$ cat src/rtl/hack_pkg.sv
// hack_pkg: FSM state encoding and Hack ALU control words for alu_arbiter
package hack_pkg;
    typedef enum logic [1:0] {IDLE, EXEC, RESP} state_t;
    localparam logic [5:0] CTRL_ZERO    = 6'b101010;
    localparam logic [5:0] CTRL_NEG1    = 6'b111010;
    localparam logic [5:0] CTRL_NOTX    = 6'b001101;
    localparam logic [5:0] CTRL_XPLUSY  = 6'b000010;
    localparam logic [5:0] CTRL_XMINUSY = 6'b010011;
endpackage

$ cat src/rtl/Add16.sv
// Add16: 16-bit adder, carry out discarded
module Add16 (
    input  logic [15:0] a,
    input  logic [15:0] b,
    output logic [15:0] out
);
    assign out = a + b;
endmodule

$ cat src/rtl/And16.sv
// And16: 16-bit bitwise and
module And16 (
    input  logic [15:0] a,
    input  logic [15:0] b,
    output logic [15:0] out
);
    assign out = a & b;
endmodule

$ cat src/rtl/Mux16.sv
// Mux16: 16-bit 2:1 mux, sel=1 picks b
module Mux16 (
    input  logic [15:0] a,
    input  logic [15:0] b,
    input  logic        sel,
    output logic [15:0] out
);
    assign out = sel ? b : a;
endmodule

$ cat src/rtl/Not16.sv
// Not16: 16-bit bitwise inverter
module Not16 (
    input  logic [15:0] a,
    output logic [15:0] out
);
    assign out = ~a;
endmodule

$ cat src/rtl/hack_alu.sv
// hack_alu: combinational Hack ALU built from the 16-bit gate library
module hack_alu (
    input  logic [15:0] x,
    input  logic [15:0] y,
    input  logic [5:0]  ctrl,
    output logic [15:0] out,
    output logic        zr,
    output logic        ng
);
    logic [15:0] x_z, x_zn, x_n, y_z, y_zn, y_n, f_and, f_add, f_o, f_no;
    Mux16 u_zx (.a(x),     .b(16'h0000), .sel(ctrl[5]), .out(x_z));
    Not16 u_nxi (.a(x_z),  .out(x_zn));
    Mux16 u_nx (.a(x_z),   .b(x_zn),     .sel(ctrl[4]), .out(x_n));
    Mux16 u_zy (.a(y),     .b(16'h0000), .sel(ctrl[3]), .out(y_z));
    Not16 u_nyi (.a(y_z),  .out(y_zn));
    Mux16 u_ny (.a(y_z),   .b(y_zn),     .sel(ctrl[2]), .out(y_n));
    And16 u_and (.a(x_n),  .b(y_n),      .out(f_and));
    Add16 u_add (.a(x_n),  .b(y_n),      .out(f_add));
    Mux16 u_f  (.a(f_and), .b(f_add),    .sel(ctrl[1]), .out(f_o));
    Not16 u_noi (.a(f_o),  .out(f_no));
    Mux16 u_no (.a(f_o),   .b(f_no),     .sel(ctrl[0]), .out(out));
    assign zr = ~|out;
    assign ng = out[15];
endmodule

$ cat src/rtl/alu_arbiter.sv
// alu_arbiter: two-port arbiter in front of a Hack ALU; ALU_ARBITER_STATS_EN adds per-port grant counters
module alu_arbiter
    import hack_pkg::*;
#(
    parameter int FAIR = 1
) (
    input  logic        clk,
    input  logic        rst_n,
    input  logic        req0_valid,
    input  logic        req1_valid,
    output logic        req0_ready,
    output logic        req1_ready,
    input  logic [15:0] req0_x,
    input  logic [15:0] req0_y,
    input  logic [15:0] req1_x,
    input  logic [15:0] req1_y,
    input  logic [5:0]  req0_ctrl,
    input  logic [5:0]  req1_ctrl,
    output logic        rsp_valid,
    input  logic        rsp_ready,
    output logic [15:0] rsp_out,
    output logic        rsp_zr,
    output logic        rsp_ng,
    output logic        rsp_id
`ifdef ALU_ARBITER_STATS_EN
    ,
    output logic [15:0] grant_cnt0,
    output logic [15:0] grant_cnt1
`endif
);
    state_t      state, state_nx;
    logic [15:0] x_r, y_r, alu_out;
    logic [5:0]  ctrl_r;
    logic        id_r, last, gnt1, hs, alu_zr, alu_ng;

    // last == 1 means port 1 was served last, so port 0 wins a tie
    assign gnt1       = req1_valid && (!req0_valid || (FAIR != 0 && !last));
    assign req0_ready = rst_n && state == IDLE && req0_valid && !gnt1;
    assign req1_ready = rst_n && state == IDLE && gnt1;
    assign hs         = req0_ready || req1_ready;
    assign rsp_valid  = state == RESP;
    assign rsp_id     = id_r;

    hack_alu u_alu (.x(x_r), .y(y_r), .ctrl(ctrl_r), .out(alu_out), .zr(alu_zr), .ng(alu_ng));

    // next-state: accept in IDLE, one compute cycle, hold response until taken
    always_comb begin
        state_nx = state;
        state_nx = state == IDLE ? (hs ? EXEC : IDLE) :
                   state == EXEC ? RESP : (rsp_ready ? IDLE : RESP);
    end

    // state register
    always_ff @(posedge clk or negedge rst_n) begin
        if (!rst_n) state <= IDLE;
        else        state <= state_nx;
    end

    // operand capture, result register and last-served pointer
    always_ff @(posedge clk or negedge rst_n) begin
        if (!rst_n) begin
            x_r     <= '0;
            y_r     <= '0;
            ctrl_r  <= '0;
            id_r    <= 1'b0;
            rsp_out <= '0;
            rsp_zr  <= 1'b0;
            rsp_ng  <= 1'b0;
            last    <= 1'b1;
        end else begin
            if (hs) begin
                x_r    <= req1_ready ? req1_x : req0_x;
                y_r    <= req1_ready ? req1_y : req0_y;
                ctrl_r <= req1_ready ? req1_ctrl : req0_ctrl;
                id_r   <= req1_ready;
            end
            if (state == EXEC) begin
                rsp_out <= alu_out;
                rsp_zr  <= alu_zr;
                rsp_ng  <= alu_ng;
            end
            if (state == RESP && rsp_ready) last <= id_r;
        end
    end

`ifdef ALU_ARBITER_STATS_EN
    // saturating per-port handshake counters
    always_ff @(posedge clk or negedge rst_n) begin
        if (!rst_n) begin
            grant_cnt0 <= '0;
            grant_cnt1 <= '0;
        end else begin
            if (req0_ready && grant_cnt0 != 16'hFFFF) grant_cnt0 <= grant_cnt0 + 16'd1;
            if (req1_ready && grant_cnt1 != 16'hFFFF) grant_cnt1 <= grant_cnt1 + 16'd1;
        end
    end
`endif
endmodule

$ cat config.mk
export PLATFORM = sky130hd
export DESIGN_NAME = alu_arbiter
export DESIGN_NICKNAME = d
export VERILOG_FILES = /design/src/rtl/hack_pkg.sv /design/src/rtl/Add16.sv /design/src/rtl/And16.sv /design/src/rtl/Mux16.sv /design/src/rtl/Not16.sv /design/src/rtl/hack_alu.sv /design/src/rtl/alu_arbiter.sv
export SDC_FILE = /design/constraint.sdc
export NUM_CORES = 1
export LEC_CHECK = 0
export ABC_AREA = 1
export ABC_CLOCK_PERIOD_IN_PS = 3100
export CAP_MARGIN = 40
export CORE_MARGIN = 8
export CORE_UTILIZATION = 25
export DETAILED_ROUTE_END_ITERATION = 8
export SYNTH_ARGS = -nofsm -noshare
export SYNTH_HDL_FRONTEND = slang
export SYNTH_HIERARCHICAL = 1
export SYNTH_SLANG_ARGS = --single-unit
$ cat constraint.sdc
create_clock -name clk -period 3.1 [get_ports clk]
set_clock_uncertainty 0.2 [all_clocks]
set_input_delay 0.465 -clock clk [delete_from_list [all_inputs] [get_ports clk]]
set_output_delay 0.465 -clock clk [all_outputs]
set_load 0.03 [all_outputs]
==> summary.md <==
| Metric | Value |
|---|---|
| Reg-to-Reg End | rsp_zr$_DFFE_PN0N_ |
| Clock buffers created by TritonCTS | 9 |
| Fin cells | ~1,400 |
| Crit-path max cell delay | 0.44 ns |
| Die ar. | 28,500 um2 |
| Die X | between 150 and 200 um |
| Residual DRC | 0 |
| Status | completed |
| 1st-iter DRT viols | ~200 |
| Fillcell total | roughly 2,500 |
| Post-synthesis xor/xnor area fraction | between 1 and 1.5% |
| Startpoint types | register |
| Synthesized flop and latch total | 60 |
| Multiplexer share of the synthesized area | 3.47% |
| HP Class | in2async |
| Post-Synthesis Cells | ~950 |
| Final core occ | between 30% and 40% |
| Final setup fails | 0 |
| GRT Overall Usage | between 10 and 15% |
| Worst Tran Pin Value | between 0.7 and 0.8 ns |
| Slack of the worst reg-to-reg path | between 0.03 and 0.04 ns |
| Vias/cell | just over 4 |
| Syn avg cell area | about 6.2 um2 |
| Hold buffer count at CTS | 0 |
| GPL Wtd Cong | a little under 0.9 |
| Post-Syn Area | around 5800 um2 |
| Slew margin rel. | around 49% |
| Distinct cells, synth | 35 |
| Port bufs | 102 |
| Antenna-violating nets left | 0 |
| Sequential-to-total area share from yosys stat | 25.7% |
| WL per Instance | 11.1 um |
| Max Cap Viol | 0 |
| Initial antenna violation count | 0 |
| DIE HEIGHT | around 170 um |
| Critical path type | reg2reg |
| Crit-path max FO | 5 |
| Clock Pin Slew Worst Setup and Hold Paths | roughly 0.05 ns |
| Total Nets Final | between 1,000 and 1,500 |
| Fraction of layout cells with a size suffix above 1 | approximately a quarter |
| Worst r2r path cells | 26 |
| Max-slew violations | 0 |
| Worst-Skew Late Latency | 0.33 ns |
| CTS tree | done |
| Dpl cells | ~1,400 |
| # diodes | 0 |
| First-pass GRT wire length | between 20 and 30 mm |
| Vias in the first global route | approximately 5,700 |
| Vias | 5,831 |
| Yosys synthesis warning count | 6 |
| Final hold violations | 0 |
| Io pins | between 100 and 150 |
| Critical path required time | 3.12 ns |
| Min Tclk post-route | between 3 and 4 ns |
| Final worst path period share | 98.8% |
| Fraction of the mapped netlist area in adder cells | 3.56% |
| Count of TritonRoute iterations in the first routing pass | 4 |
| H-tree depth | 3 |
| Largest family of logic cells by synthesized area | simple AND/OR/NAND/NOR gates |
| Simple-Gate Fraction of Synth Area | between 40% and 50% |
| Root Buffer | clkbuf_16 |
| Max Fclk | 327 MHz |
| CTS max path bufs | 2 |
| RSZ-0062 raised after global routing | yes |
| Setup crit end kind | register |
| Top_reg_cell synth | dfrtp_1 |
| Synth Area in Compound Gates | just over 6% |
| Sink Count | 60 |
| Largest net degree at the start of global routing | roughly 60 |
| CP max stage cell | dfrtp_2 |
| Crit path max-delay family | simple AND/OR/NAND/NOR gates |
| Row cnt | 56 |
| Core Box Area | around 23,000 um2 |
| Commonest non-fill, non-tap cells in the layout | nand2_1, inv_1, nand2_2 |
| Effective utilization at floorplan | between 20% and 30% |
| FF-to-FF Start | ctrl_r[3]$_DFFE_PN0P_ |
| Most common cell after layout, fill and taps aside | nand2_1 |
| Crit path top cell by count | nand2_2 |
| Final HPWL DP | approximately 13 mm |
| Grt ovf | 0 |
| Area Growth Syn to Fin | 42.5% |
| Fraction of registers with async set/reset | between 90% and 100% |
| Crit path DAT | approximately 3 ns |
| Post-synth EDFFs | 0 |
| Buf/Inv on CP | 3 |
| Final wirelength | between 15 and 20 mm |
[through the flow]
| step | hold WS [ns] | worst slack (ns) | instance area [um2] | setup TNS (ns) |
|---|---|---|---|---|
| global placement | 0.266 | -0.0714 | 7370 | -0.0714 |
| detailed placement | 0.266 | -0.105 | 7370 | -0.105 |
| finish | 0.118 | 0.0378 | 8320 | 0 |
| floorplan | -0.0306 | 0.113 | 5960 | 0 |
| CTS | 0.162 | 0.00164 | 7900 | 0 |
| global route | 0.196 | -0.151 | 8320 | -0.309 |
[sequential cells by signal (all words and copies together), names as in the netlist]
| register | cells |
|---|---|
| rsp_zr | 1 |
| last | 1 |
| rsp_id | 1 |
| rsp_ng | 1 |
| state | 2 |
| ctrl_r | 6 |
| rsp_out | 16 |
| y_r | 16 |
| x_r | 16 |
[logic make-up after synthesis]
| family | after synthesis |
|---|---|
| mux | 18 |
| compound gates | 50 |
| fa+ha+maj | 16 |
| buf+inv | 207 |
| xor+xnor | 8 |
| simple gates | 589 |
| flops | 60 |
| other cells | 1 |
[worst reg2reg max path: cells and delay by family, from the launching register on]
kind,cells,cell delay [ns]
buffers and inverters,3,0.17
multiplexers,1,0.24
AND/OR/NAND/NOR,20,1.31
flip-flops,1,0.44
adder cells (fa/ha/maj),2,0.57
[cell usage after synthesis (3+ instances only)]
library cell	n	area (um2)
inv_1	152	571
dfrtp_1	59	1480
buf_2	9	45.0
buf_12	6	120
ha_1	15	188
a21oi_1	7	35.0
xor2_1	6	52.6
o21bai_1	38	285
nor2_1	19	71.3
nand2_2	40	250
buf_4	3	22.5
buf_6	14	158
nor3_2	3	30.0
clkbuf_1	8	30.0
inv_6	6	52.6
nand2_1	433	1630
inv_2	5	18.8
nand3_1	85	425
mux2_2	18	203
buf_1	4	15.0
[layer usage]
| metal | global-route usage [%] | part of all wire (%) | vias to the layer above |
|---|---|---|---|
| li1 | - | - | 3142 |
| met1 | 13.7 | 46 | 2574 |
| met2 | 19.8 | 49 | 97 |
| met3 | 2.56 | 3.7 | 18 |
| met4 | 3.30 | 1.8 | 0 |
| met5 | 0 | 0 | - |
[repair_timing]
item | CTS | global route
resized for setup | 32 | 125
cloned | 2 | 0
endpoints found under the setup margin | 1 | 9
pin swaps | 12 | 76
setup buffers | 1 | 13
[worst max-delay path by stage]
stage	to	startpoint	slack, ns	cells after the start
detailed placement	rsp_zr$_DFFE_PN0N_	ctrl_r[5]$_DFFE_PN0P_	-0.10	26
global route	rsp_zr$_DFFE_PN0N_	ctrl_r[5]$_DFFE_PN0P_	-0.15	26
finish	rsp_zr$_DFFE_PN0N_	ctrl_r[3]$_DFFE_PN0P_	0.04	26
CTS	rsp_zr$_DFFE_PN0N_	ctrl_r[5]$_DFFE_PN0P_	0.002	26
global placement	rsp_zr$_DFFE_PN0N_	ctrl_r[5]$_DFFE_PN0P_	-0.07	26
floorplan	rsp_zr$_DFFE_PN0N_	ctrl_r[5]$_DFFE_PN0P_	0.11	27
[layout make-up]
class	instances	area (um2)	area share, %
clock buffers	12	256	3.08
clock inverters	4	23.8	0.286
inverters	163	644	7.74
multi-input cells	713	3980	47.8
flip-flops and latches	60	1500	18.1
well taps	319	399	4.80
repair buffers	164	1510	18.2
repair inverters	1	3.75	0.0451
Power is not shown: default switching activity piles up to over one toggle a cycle in this logic, so the estimate is an artifact.
